--- config.mk ---
export PLATFORM = sky130hd
export DESIGN_NAME = dispatch_ctrl_flat
export DESIGN_NICKNAME = d
export VERILOG_FILES = /design/src/rtl/dispatch_ctrl_pkg.sv /design/src/rtl/dispatch_ctrl_if.sv /design/src/rtl/dispatch_ctrl_decoder.sv /design/src/rtl/dispatch_ctrl.sv /design/src/flat_wrapper.sv
export SDC_FILE = /design/constraint.sdc
export NUM_CORES = 1
export LEC_CHECK = 0
export BUFFER_PORTS_ARGS = -buffer_cell sky130_fd_sc_hd__buf_2
export CAP_MARGIN = 20
export CORE_ASPECT_RATIO = 1.25
export CORE_UTILIZATION = 45
export DETAILED_ROUTE_END_ITERATION = 12
export PLACE_DENSITY = 0.71
export SLEW_MARGIN = 10
export SYNTH_ARGS = -nofsm -noshare
export SYNTH_HDL_FRONTEND = slang
export SYNTH_SLANG_ARGS = --single-unit
--- constraint.sdc ---
create_clock -name clk -period 5.2 [get_ports clk]
set_clock_uncertainty 0.15 [all_clocks]
set_input_delay 0.26 -clock clk [delete_from_list [all_inputs] [get_ports clk]]
set_output_delay 0.26 -clock clk [all_outputs]
set_load 0.005 [all_outputs]
--- src/rtl/dispatch_ctrl_pkg.sv ---
// dispatch_ctrl_pkg
// Shared types and constants for the instruction-queue / dispatch slice:
// instruction format and operation codes produced by the decoder, base
// opcode constants, the queue FSM state encoding and the encoding legality
// check used on the queue head.
package dispatch_ctrl_pkg;

    typedef logic [31:0] word_t;
    typedef logic [4:0]  reg_idx_t;

    typedef enum logic [2:0] {
        TYPE_NONE = 3'd0,
        TYPE_R    = 3'd1,
        TYPE_I    = 3'd2,
        TYPE_S    = 3'd3,
        TYPE_B    = 3'd4,
        TYPE_U    = 3'd5,
        TYPE_J    = 3'd6
    } inst_ty_t;

    typedef enum logic [5:0] {
        OPT_NONE,
        OPT_LUI, OPT_AUIPC, OPT_JAL, OPT_JALR,
        OPT_BEQ, OPT_BNE, OPT_BLT, OPT_BGE, OPT_BLTU, OPT_BGEU,
        OPT_LB, OPT_LH, OPT_LW, OPT_LBU, OPT_LHU,
        OPT_SB, OPT_SH, OPT_SW,
        OPT_ADDI, OPT_SLTI, OPT_SLTIU, OPT_XORI, OPT_ORI, OPT_ANDI,
        OPT_SLLI, OPT_SRLI, OPT_SRAI,
        OPT_ADD, OPT_SUB, OPT_SLL, OPT_SLT, OPT_SLTU,
        OPT_XOR, OPT_SRL, OPT_SRA, OPT_OR, OPT_AND
    } inst_opt_t;

    localparam logic [6:0] OPC_LUI    = 7'h37;
    localparam logic [6:0] OPC_AUIPC  = 7'h17;
    localparam logic [6:0] OPC_JAL    = 7'h6f;
    localparam logic [6:0] OPC_JALR   = 7'h67;
    localparam logic [6:0] OPC_BRANCH = 7'h63;
    localparam logic [6:0] OPC_LOAD   = 7'h03;
    localparam logic [6:0] OPC_STORE  = 7'h23;
    localparam logic [6:0] OPC_OP_IMM = 7'h13;
    localparam logic [6:0] OPC_OP     = 7'h33;

    typedef enum logic {
        ST_RUN  = 1'b0,
        ST_HALT = 1'b1
    } iq_state_t;

    // The decoder produces nothing meaningful for unknown encodings, so the
    // queue decides legality itself from opcode and funct3.
    function automatic logic is_legal(input word_t inst);
        logic [2:0] f3;
        logic       ok;
        f3 = inst[14:12];
        case (inst[6:0])
            OPC_LUI, OPC_AUIPC, OPC_JAL,
            OPC_OP_IMM, OPC_OP: ok = 1'b1;
            OPC_JALR:           ok = (f3 == 3'd0);
            OPC_BRANCH:         ok = (f3 != 3'd2) && (f3 != 3'd3);
            OPC_LOAD:           ok = (f3 == 3'd0) || (f3 == 3'd1) || (f3 == 3'd2) ||
                                     (f3 == 3'd4) || (f3 == 3'd5);
            OPC_STORE:          ok = (f3 <= 3'd2);
            default:            ok = 1'b0;
        endcase
        return ok;
    endfunction

endpackage

--- src/rtl/dispatch_ctrl_if.sv ---
// dispatch_ctrl_if
// Fetch-side and back-end-side handshake bundle of the dispatch controller.
//   fetch : if_valid, if_inst, if_pc -> ; <- if_ready
//   credit: rob_ready, rs_ready, lsb_ready ->
//   issue : <- dsp_rs_valid, dsp_lsb_valid, dsp_ty, dsp_opt,
//            dsp_rd, dsp_rs1, dsp_rs2, dsp_imm, dsp_pc
// slave is the dispatch controller, master is its surroundings.
interface dispatch_ctrl_if;
    import dispatch_ctrl_pkg::*;

    logic      if_valid;
    word_t     if_inst;
    word_t     if_pc;
    logic      if_ready;
    logic      rob_ready;
    logic      rs_ready;
    logic      lsb_ready;
    logic      dsp_rs_valid;
    logic      dsp_lsb_valid;
    inst_ty_t  dsp_ty;
    inst_opt_t dsp_opt;
    reg_idx_t  dsp_rd;
    reg_idx_t  dsp_rs1;
    reg_idx_t  dsp_rs2;
    word_t     dsp_imm;
    word_t     dsp_pc;

    modport slave (
        input  if_valid, if_inst, if_pc, rob_ready, rs_ready, lsb_ready,
        output if_ready, dsp_rs_valid, dsp_lsb_valid, dsp_ty, dsp_opt,
               dsp_rd, dsp_rs1, dsp_rs2, dsp_imm, dsp_pc
    );

    modport master (
        output if_valid, if_inst, if_pc, rob_ready, rs_ready, lsb_ready,
        input  if_ready, dsp_rs_valid, dsp_lsb_valid, dsp_ty, dsp_opt,
               dsp_rd, dsp_rs1, dsp_rs2, dsp_imm, dsp_pc
    );

endinterface

--- src/rtl/dispatch_ctrl_decoder.sv ---
// decoder
// Purely combinational RV32I decoder.
//   inst  in  32  instruction word
//   ty    out     instruction format
//   opt   out     operation
//   rd/rs1/rs2    register indices (0 where the format has none)
//   imm   out 32  sign-extended immediate
//   is_ls out 1   load or store (routes to the load/store buffer)
module decoder
    import dispatch_ctrl_pkg::*;
(
    input  word_t     inst,
    output inst_ty_t  ty,
    output inst_opt_t opt,
    output reg_idx_t  rd,
    output reg_idx_t  rs1,
    output reg_idx_t  rs2,
    output word_t     imm,
    output logic      is_ls
);

    logic [2:0] f3;
    logic       f7_alt;

    assign f3     = inst[14:12];
    assign f7_alt = inst[30];

    always_comb begin
        ty  = TYPE_NONE;
        opt = OPT_NONE;
        case (inst[6:0])
            OPC_LUI:   begin ty = TYPE_U; opt = OPT_LUI;   end
            OPC_AUIPC: begin ty = TYPE_U; opt = OPT_AUIPC; end
            OPC_JAL:   begin ty = TYPE_J; opt = OPT_JAL;   end
            OPC_JALR:  begin ty = TYPE_I; opt = OPT_JALR;  end
            OPC_BRANCH: begin
                ty = TYPE_B;
                case (f3)
                    3'd0:    opt = OPT_BEQ;
                    3'd1:    opt = OPT_BNE;
                    3'd4:    opt = OPT_BLT;
                    3'd5:    opt = OPT_BGE;
                    3'd6:    opt = OPT_BLTU;
                    3'd7:    opt = OPT_BGEU;
                    default: opt = OPT_NONE;
                endcase
            end
            OPC_LOAD: begin
                ty = TYPE_I;
                case (f3)
                    3'd0:    opt = OPT_LB;
                    3'd1:    opt = OPT_LH;
                    3'd2:    opt = OPT_LW;
                    3'd4:    opt = OPT_LBU;
                    3'd5:    opt = OPT_LHU;
                    default: opt = OPT_NONE;
                endcase
            end
            OPC_STORE: begin
                ty = TYPE_S;
                case (f3)
                    3'd0:    opt = OPT_SB;
                    3'd1:    opt = OPT_SH;
                    3'd2:    opt = OPT_SW;
                    default: opt = OPT_NONE;
                endcase
            end
            OPC_OP_IMM: begin
                ty = TYPE_I;
                case (f3)
                    3'd0: opt = OPT_ADDI;
                    3'd1: opt = OPT_SLLI;
                    3'd2: opt = OPT_SLTI;
                    3'd3: opt = OPT_SLTIU;
                    3'd4: opt = OPT_XORI;
                    3'd5: opt = f7_alt ? OPT_SRAI : OPT_SRLI;
                    3'd6: opt = OPT_ORI;
                    default: opt = OPT_ANDI;
                endcase
            end
            OPC_OP: begin
                ty = TYPE_R;
                case (f3)
                    3'd0: opt = f7_alt ? OPT_SUB : OPT_ADD;
                    3'd1: opt = OPT_SLL;
                    3'd2: opt = OPT_SLT;
                    3'd3: opt = OPT_SLTU;
                    3'd4: opt = OPT_XOR;
                    3'd5: opt = f7_alt ? OPT_SRA : OPT_SRL;
                    3'd6: opt = OPT_OR;
                    default: opt = OPT_AND;
                endcase
            end
            default: begin
                ty  = TYPE_NONE;
                opt = OPT_NONE;
            end
        endcase
    end

    always_comb begin
        rd  = ((ty == TYPE_S) || (ty == TYPE_B) || (ty == TYPE_NONE)) ? 5'd0 : inst[11:7];
        rs1 = ((ty == TYPE_U) || (ty == TYPE_J) || (ty == TYPE_NONE)) ? 5'd0 : inst[19:15];
        rs2 = ((ty == TYPE_R) || (ty == TYPE_S) || (ty == TYPE_B))    ? inst[24:20] : 5'd0;
        case (ty)
            TYPE_I:  imm = {{20{inst[31]}}, inst[31:20]};
            TYPE_S:  imm = {{20{inst[31]}}, inst[31:25], inst[11:7]};
            TYPE_B:  imm = {{19{inst[31]}}, inst[31], inst[7], inst[30:25], inst[11:8], 1'b0};
            TYPE_U:  imm = {inst[31:12], 12'd0};
            TYPE_J:  imm = {{11{inst[31]}}, inst[31], inst[19:12], inst[20], inst[30:21], 1'b0};
            default: imm = 32'd0;
        endcase
    end

    assign is_ls = (inst[6:0] == OPC_LOAD) || (inst[6:0] == OPC_STORE);

endmodule

--- src/rtl/dispatch_ctrl.sv ---
// dispatch_ctrl
// Instruction queue between fetch and the out-of-order back end. Fetched
// {inst, pc} pairs are buffered in a circular FIFO; the head is decoded and
// dispatched to the RS or LSB when the ROB and the target unit have room.
// A mispredict flush empties the queue; an illegal head halts dispatch.
//   clk, rst_n   clock, asynchronous active-low reset
//   rdy          global enable; nothing changes state while low
//   flush        mispredict flush from the ROB
//   bus          fetch / credit / dispatch bundle (slave side)
//   ill_inst     sticky: illegal encoding reached the queue head
module dispatch_ctrl
    import dispatch_ctrl_pkg::*;
#(
    parameter int IQ_DEPTH = 4,
    parameter int IQ_IDX_W = 2
) (
    input  logic            clk,
    input  logic            rst_n,
    input  logic            rdy,
    input  logic            flush,
    dispatch_ctrl_if.slave  bus,
    output logic            ill_inst
);

    localparam logic [IQ_IDX_W:0] PTR_ONE = (IQ_IDX_W + 1)'(1);

    // One extra pointer bit distinguishes full from empty.
    logic [IQ_IDX_W:0] rd_ptr;
    logic [IQ_IDX_W:0] wr_ptr;
    word_t             iq_inst [IQ_DEPTH];
    word_t             iq_pc   [IQ_DEPTH];

    iq_state_t state_q;
    iq_state_t state_d;
    logic      run_en;

    logic      empty;
    logic      full;
    logic      enq;
    logic      fire;
    logic      head_legal;
    logic      target_ready;
    word_t     head_inst;
    word_t     head_pc;

    inst_ty_t  dec_ty;
    inst_opt_t dec_opt;
    reg_idx_t  dec_rd;
    reg_idx_t  dec_rs1;
    reg_idx_t  dec_rs2;
    word_t     dec_imm;
    logic      dec_is_ls;

    assign empty = (rd_ptr == wr_ptr);
    assign full  = (rd_ptr[IQ_IDX_W-1:0] == wr_ptr[IQ_IDX_W-1:0]) &&
                   (rd_ptr[IQ_IDX_W] != wr_ptr[IQ_IDX_W]);

    // Registered-state only: a full queue refuses input even if it drains
    // this cycle, which keeps if_ready off the dispatch timing path.
    assign bus.if_ready = !full;

    assign head_inst = iq_inst[rd_ptr[IQ_IDX_W-1:0]];
    assign head_pc   = iq_pc[rd_ptr[IQ_IDX_W-1:0]];

    decoder u_decoder (
        .inst  (head_inst),
        .ty    (dec_ty),
        .opt   (dec_opt),
        .rd    (dec_rd),
        .rs1   (dec_rs1),
        .rs2   (dec_rs2),
        .imm   (dec_imm),
        .is_ls (dec_is_ls)
    );

    assign head_legal   = is_legal(head_inst);
    assign target_ready = dec_is_ls ? bus.lsb_ready : bus.rs_ready;

    assign enq  = bus.if_valid && !full && rdy && !flush;
    assign fire = run_en && !empty && rdy && !flush && head_legal &&
                  bus.rob_ready && target_ready;

    always_ff @(posedge clk or negedge rst_n) begin
        if (!rst_n) begin
            state_q <= ST_RUN;
        end else begin
            state_q <= state_d;
        end
    end

    // Flush has priority; the head's legality only counts when the queue
    // holds something, since an empty slot carries stale data.
    always_comb begin
        state_d = state_q;
        if (rdy) begin
            if (flush) begin
                state_d = ST_RUN;
            end else if ((state_q == ST_RUN) && !empty && !head_legal) begin
                state_d = ST_HALT;
            end
        end
    end

    always_comb begin
        ill_inst = (state_q == ST_HALT);
        run_en   = (state_q == ST_RUN);
    end

    always_ff @(posedge clk or negedge rst_n) begin
        if (!rst_n) begin
            rd_ptr <= '0;
            wr_ptr <= '0;
        end else if (rdy) begin
            if (flush) begin
                rd_ptr <= '0;
                wr_ptr <= '0;
            end else begin
                if (enq)  wr_ptr <= wr_ptr + PTR_ONE;
                if (fire) rd_ptr <= rd_ptr + PTR_ONE;
            end
        end
    end

    // Storage needs no reset: the pointers alone define what is valid.
    always_ff @(posedge clk) begin
        if (enq) begin
            iq_inst[wr_ptr[IQ_IDX_W-1:0]] <= bus.if_inst;
            iq_pc[wr_ptr[IQ_IDX_W-1:0]]   <= bus.if_pc;
        end
    end

    // Valid strobes last one cycle; data fields hold between dispatches.
    always_ff @(posedge clk or negedge rst_n) begin
        if (!rst_n) begin
            bus.dsp_rs_valid  <= 1'b0;
            bus.dsp_lsb_valid <= 1'b0;
            bus.dsp_ty        <= TYPE_NONE;
            bus.dsp_opt       <= OPT_NONE;
            bus.dsp_rd        <= '0;
            bus.dsp_rs1       <= '0;
            bus.dsp_rs2       <= '0;
            bus.dsp_imm       <= '0;
            bus.dsp_pc        <= '0;
        end else if (fire) begin
            bus.dsp_rs_valid  <= !dec_is_ls;
            bus.dsp_lsb_valid <= dec_is_ls;
            bus.dsp_ty        <= dec_ty;
            bus.dsp_opt       <= dec_opt;
            bus.dsp_rd        <= dec_rd;
            bus.dsp_rs1       <= dec_rs1;
            bus.dsp_rs2       <= dec_rs2;
            bus.dsp_imm       <= dec_imm;
            bus.dsp_pc        <= head_pc;
        end else begin
            bus.dsp_rs_valid  <= 1'b0;
            bus.dsp_lsb_valid <= 1'b0;
        end
    end

endmodule

--- src/flat_wrapper.sv ---
// flat-port wrapper written by rule: the top's interface ports become plain ports
module dispatch_ctrl_flat import dispatch_ctrl_pkg::*;
#(
    parameter int IQ_DEPTH = 4,
    parameter int IQ_IDX_W = 2
)
  (clk, rst_n, rdy, flush, ill_inst, bus_if_valid, bus_if_inst, bus_if_pc, bus_rob_ready, bus_rs_ready, bus_lsb_ready, bus_if_ready, bus_dsp_rs_valid, bus_dsp_lsb_valid, bus_dsp_ty, bus_dsp_opt, bus_dsp_rd, bus_dsp_rs1, bus_dsp_rs2, bus_dsp_imm, bus_dsp_pc);
  dispatch_ctrl_if bus_i ();
  input  logic clk;
  input  logic rst_n;
  input  logic rdy;
  input  logic flush;
  output logic ill_inst;
  input wire logic [$bits(bus_i.if_valid)-1:0] bus_if_valid;
  input wire logic [$bits(bus_i.if_inst)-1:0] bus_if_inst;
  input wire logic [$bits(bus_i.if_pc)-1:0] bus_if_pc;
  input wire logic [$bits(bus_i.rob_ready)-1:0] bus_rob_ready;
  input wire logic [$bits(bus_i.rs_ready)-1:0] bus_rs_ready;
  input wire logic [$bits(bus_i.lsb_ready)-1:0] bus_lsb_ready;
  output wire logic [$bits(bus_i.if_ready)-1:0] bus_if_ready;
  output wire logic [$bits(bus_i.dsp_rs_valid)-1:0] bus_dsp_rs_valid;
  output wire logic [$bits(bus_i.dsp_lsb_valid)-1:0] bus_dsp_lsb_valid;
  output wire logic [$bits(bus_i.dsp_ty)-1:0] bus_dsp_ty;
  output wire logic [$bits(bus_i.dsp_opt)-1:0] bus_dsp_opt;
  output wire logic [$bits(bus_i.dsp_rd)-1:0] bus_dsp_rd;
  output wire logic [$bits(bus_i.dsp_rs1)-1:0] bus_dsp_rs1;
  output wire logic [$bits(bus_i.dsp_rs2)-1:0] bus_dsp_rs2;
  output wire logic [$bits(bus_i.dsp_imm)-1:0] bus_dsp_imm;
  output wire logic [$bits(bus_i.dsp_pc)-1:0] bus_dsp_pc;
  assign bus_i.if_valid = bus_if_valid;
  assign bus_i.if_inst = bus_if_inst;
  assign bus_i.if_pc = bus_if_pc;
  assign bus_i.rob_ready = bus_rob_ready;
  assign bus_i.rs_ready = bus_rs_ready;
  assign bus_i.lsb_ready = bus_lsb_ready;
  assign bus_if_ready = bus_i.if_ready;
  assign bus_dsp_rs_valid = bus_i.dsp_rs_valid;
  assign bus_dsp_lsb_valid = bus_i.dsp_lsb_valid;
  assign bus_dsp_ty = bus_i.dsp_ty;
  assign bus_dsp_opt = bus_i.dsp_opt;
  assign bus_dsp_rd = bus_i.dsp_rd;
  assign bus_dsp_rs1 = bus_i.dsp_rs1;
  assign bus_dsp_rs2 = bus_i.dsp_rs2;
  assign bus_dsp_imm = bus_i.dsp_imm;
  assign bus_dsp_pc = bus_i.dsp_pc;
  dispatch_ctrl #(.IQ_DEPTH(IQ_DEPTH), .IQ_IDX_W(IQ_IDX_W)) u_core (.clk(clk), .rst_n(rst_n), .rdy(rdy), .flush(flush), .bus(bus_i), .ill_inst(ill_inst));
endmodule
# Word-level counts from Yosys, hierarchy flattened
# Memories as Yosys holds them, arrays and structs flattened. A register that Yosys moved wholly into a read port is not among the register bits.
# Cells that the tools add are included.
# op_classes
add_sub_neg	2
order_cmp	1
eq_ne	27
n_mux	26
bitwise	1
reduce_logical	40
# op_table
operator	count
$pmux 32 s5	1
$pmux 6 s7	2
$pmux 6 s9	1
$pmux 4 s6	1
$eq 3x3->1 const B	7
$eq 7x6->1 const B	3
$eq 7x7->1 const B	3
$pmux 4 s5	1
$pmux 3 s6	1
$mux 5	3
$pmux 5 s3	1
$eq 7x5->1 const B	2
$eq 3x2->1 const B	4
$logic_and 1x1->1	12
$mux 3	4
$logic_or 1x1->1	11
$mux 1	10
$eq 7x2->1 const B	1
$add 3x1->3 const B	2
$eq 3x1->1 const B	2
$logic_not 1->1	6
$logic_not 3->1	2
$ne 3x2->1 const B	2
$reduce_and 2->1	3
other kinds (10)	12
# word_totals
reg_bits	65
mem_bits_rw	256
inputBits	72
out_inout_bits	92
wordCells	110
n_memories	2
# mem_list
name	words	width	rd	rd_ports_with_merged_regs	wr	line	text
u_core.iq_inst	4	32	1	0	1	dispatch_ctrl.sv:30	word_t iq_inst [IQ_DEPTH];
u_core.iq_pc	4	32	1	1	1	dispatch_ctrl.sv:31	word_t iq_pc [IQ_DEPTH];

# Logic depth before layout (Yosys ltp)
# An unclocked memory read counts as a cell.
# depth
word_depth	12
ltp_mapped	12

# Modules after synthesis
# Synthesis repeated with hierarchy kept, for this count alone.
# unflattened
hier_cells	754
hier_area_um2	14151.1
# by_module_without_submodules
mod	instances	cells_each	area_per_inst_um2
dispatch_ctrl	1	593	13097.6
decoder	1	161	1053.5

# Least setup slack after synthesis
# No wires, ideal clock.
# synth_path
path_kind	register to register
startpoint	register u_core.rd_ptr[0]
endpoint	memory u_core.iq_inst[0][0] in the netlist's numbering, enable pin
setup_ns	0.429
t_arrival_ns	3.053
setup_slack_ns	1.568
stages_incl_launch_ff	10
synth_period_minus_slack_ns	3.632
path_cell_list	dfrtp_1 > buf_2 > buf_6 > xor2_1 > nor2_1 > nand2_1 > and3_1 > clkbuf_1 > nor2b_1 > and2_1
# synth_via
elab_chain_len	8
# synth_lines
element	line	text
start, declared	dispatch_ctrl.sv:28	logic [IQ_IDX_W:0] rd_ptr;
start signal, assigned	dispatch_ctrl.sv:119	if (fire) rd_ptr <= rd_ptr + PTR_ONE;
$eq 2x2->1	dispatch_ctrl.sv:55	assign full = (rd_ptr[IQ_IDX_W-1:0] == wr_ptr[IQ_IDX_W-1:0]) &&
$logic_and 1x1->1	dispatch_ctrl.sv:55	
$logic_not 1->1	--	
named net bus_if_ready	flat_wrapper.sv:20	output wire logic [$bits(bus_i.if_ready)-1:0] bus_if_ready;
$logic_and 1x1->1 (3 in a row)	dispatch_ctrl.sv:79	assign enq = bus.if_valid && !full && rdy && !flush;
$mux 1	dispatch_ctrl.sv:126	if (enq) begin
$mux 1 (implied by the code)	dispatch_ctrl.sv:127	iq_inst[wr_ptr[IQ_IDX_W-1:0]] <= bus.if_inst;
end, declared	dispatch_ctrl.sv:30	
# The timed path passes the listed nets, and every way through them passes these cells.

# Worst setup path after layout
# layout_path
startpoint	register u_core.rd_ptr[0]
endpoint	register u_core.bus.dsp_pc[18] in the netlist's numbering (read register of u_core.iq_pc)
# layout_via
elab_chain_len	10
word_cells_on_any_way	35
classes_between	order compare: 1; eq/ne: 16; mux: 2; reduce/logical: 15; memory: 1
# layout_lines
element	line	text
$mem_v2 4x32	--	
$eq 3x1->1 or $logic_not 3->1 (tied branches)	dispatch_ctrl_pkg.sv:59, dispatch_ctrl_pkg.sv:57	
$logic_or 1x1->1 (3 in a row)	dispatch_ctrl_pkg.sv:59	OPC_LOAD: ok = (f3 == 3'd0) || (f3 == 3'd1) || (f3 == 3'd2) ||
$logic_or 1x1->1	dispatch_ctrl_pkg.sv:60	(f3 == 3'd4) || (f3 == 3'd5);
$pmux 1 s5	dispatch_ctrl_pkg.sv:54	case (inst[6:0])
$logic_and 1x1->1 (2 in a row)	dispatch_ctrl.sv:80	assign fire = run_en && !empty && rdy && !flush && head_legal &&
$logic_and 1x1->1	dispatch_ctrl.sv:81	bus.rob_ready && target_ready;
end, declared	dispatch_ctrl_if.sv:31	dsp_rd, dsp_rs1, dsp_rs2, dsp_imm, dsp_pc
# Parallel ways exist; a longest one is shown, timed or not.
# A chain may end at the register's enable or synchronous reset.

==> impl_metrics.tcl <==
set metrics [dict create \
    syn_inst 802 \
    syn_avg_cell_area_um2 17.30 \
    path_buf_inv 2 \
    path_cells "mux4_2, nand3b_1, nor3_2, buf_4, or2_0, o211ai_4, buf_12, mux2_2" \
    routabilityCongestion 0.8362 \
    antenna_found_initial 0 \
    grt_use_total_pct 18.29 \
    nets 1113 \
    post-route-util_pct 56.44 \
    ys_warn_count 0 \
    core-area_um2 30200 \
    wl_per_cell_um 19.15 \
    yosysTopAreaCell "edfxtp_1" \
    synth_top_area_share_pct 55.40 \
    outcome "completed" \
    cp.arrival_ns 4.09 \
    cp_slowest_cell "dfrtp_4" \
    grt_pass1_wl_um 44380 \
    clkTransAtPathRegs_ns 0.06 \
    clock_latency_ns 0.51 \
    drv_slew 0 \
    critPathLaunchType "flip-flop" \
    finalCriticalPeriod_ns 3.848 \
    rows 71 \
    cp-end-kind "flip-flop" \
    ys_ff_latch 353 \
    via_per_inst 5.245 \
    relSlewSlack_pct 31.52 \
    ios 164 \
    p_leak_nw 6.439 \
    cts.path.max_buffers 3 \
    required_ns 5.44 \
    reg2reg_slack_ns 1.35 \
    initial_core_util_pct 45.94 \
    area_delta_synth_final_pct 22.86 \
    drtAntennaViolNets 0 \
    ys_async_sr_fraction_pct 27.48 \
    fin_setup_tns_ns 0 \
    path_class "reg -> reg" \
    gr-total-overflow 0 \
    dieWidth_um 159.1 \
    synthesis.nets 879 \
    dp.cells 1331 \
    critical-path-max-stage-delay_ns 0.78 \
    clockRootBuffer "clkbuf_16" \
    synth-edff-count 256 \
    ys_seq_area_share_pct 72.89 \
    fmaxAchievable_ghz 0.2598 \
    post_cts_buffers 0 \
    drcViolationCount 0 \
    hold_viol_final 0 \
    die_y_um 198.3 \
    dieArea_um2 31550 \
    first_pass_iters 4 \
    fin_crit_sh_pct 74.01 \
    drive_gt1_share_pct 31.42 \
    setup_viol_count_final 0 \
    synth_area_leaders "edfxtp_1 55%, dfrtp_1 17%, mux4_2 10%" \
    synth_cell_types 57 \
    routed-via-count 7679 \
    cp_max_fo 71 \
    cts_resized 0 \
    layout.cells.non_filler 1464 \
    cts_sinks 353 \
    synth.most_common_cell "edfxtp_1" \
    io_buffers 163 \
    tightest_slew_ns 1.027 \
    cts_made_buffers 36 \
    diodes 0 \
    drv_cap 0 \
    cts_tree "built" \
    synth_flop_cell "edfxtp_1" \
    critPathTopFamily "multiplexers" \
    rsz0062_at_grt "false" \
    cts_max_level 2 \
    grt_max_degree 72 \
    drtIter0Drc 534 \
    synth.cell_area_um2 13880 \
    synth_top_cells_by_count "256 x edfxtp_1, 97 x dfrtp_1, 86 x nand2_1" \
    grt_pass1_vias 8126 \
    dp.final_hpwl_um 17190 \
    holdWs_ns 0.1882 \
    p_per_area_nw_per_um2 372.3 \
    wirelength_um 28040 \
    hold_path.class "in -> reg" \
    ir_drop_mv 0.2642 \
]
path summary, 6_finish.rpt:
| path | start | to | cells past startpoint |
|---|---|---|---|
| min in group asynchronous | rst_n | u_core.bus.dsp_pc[6] | 2 |
| min reg2reg | u_core.bus.dsp_rd[1] | u_core.bus.dsp_rd[1] | 2 |
| max reg2reg | u_core.rd_ptr[0] | u_core.bus.dsp_pc[18] | 8 |
| max | u_core.rd_ptr[0] | u_core.bus.dsp_pc[18] | 8 |
| min | bus_if_valid | u_core.wr_ptr[1] | 4 |
| max in group asynchronous | rst_n | u_core.bus.dsp_imm[15] | 3 |
cells in the final DEF (no fill, tap or decap), drive strengths merged, types with 5 or more instances in the layout:
master	instances
dfrtp	97
nor2	9
dlygate4sd3	68
inv	11
mux4	63
buf	175
ha	5
bufinv	5
nor3	13
mux2	36
o21ai	66
and2	7
a22oi	5
a21oi	28
clkbuf	49
edfxtp	256
nand2b	9
clkinv	7
nand2	86
o22ai	5
o31ai	5
cell families after synthesis:
logic type,Yosys count,synth area share (%)
compound gates,125,5.194
xor+xnor,5,0.3157
fa+ha+maj,5,0.4509
buf+inv,57,2.002
flops,353,72.89
mux,102,13.58
simple gates,155,5.564
worst reg2reg max path: cells and delay by family, from the launching register on:
family,cells,cell delay [ns]
AOI/OAI and AO/OA,1,0.57
buffers and inverters,2,0.55
DFF,1,0.78
muxes,2,1.18
and+or+nand+nor,3,0.51
per-layer routing:
layer,share of wire (%),global-route usage [%]
met1,41,23.18
met2,52,32.03
met3,4.6,3.079
met4,2.6,6.090
met5,0,0
layout make-up:
cell class                 count  area [um2]
clock buffer                  49        1036
sequential                   353       10120
inverter                      10       37.54
fill                        2386       13160
clock inverter                16       230.2
timing repair buffer         243        1627
multi-input combinational    392        3493
tap                          401       501.7
report_power, final:
group          switching (mW)  internal (mW)
sequential             0.0512           3.17
clock                    1.05           1.66
combinational           0.235          0.186
total                    1.33           5.01
state kept, by name, summed over array words and instances (netlist names), 3 cells and up:
register            count
u_core.rd_ptr           3
u_core.wr_ptr           3
u_core.bus.dsp_pc      32
u_core.iq_inst        128
u_core.bus.dsp_rs2      5
u_core.bus.dsp_rd       5
u_core.bus.dsp_opt      6
u_core.iq_pc          128
u_core.bus.dsp_ty       3
u_core.bus.dsp_rs1      5
u_core.bus.dsp_imm     32
timing repair:
item	CTS	global route
hold buffers	68	0
hold endpoints to repair	317	0
endpoints found under the setup margin	0	0
per-stage QoR:
step           area, um2  setup slack [ns]  power, mW
4_1_cts            17050             1.339      6.418
3_3_place_gp       15100             1.393      3.642
6_report           17050             1.352      6.346
5_1_grt            17050             1.124      6.574
3_5_place_dp       15100             1.342      3.658
2_1_floorplan      13880             1.568      3.484
Note: power is estimated with default switching activity, not from simulation.
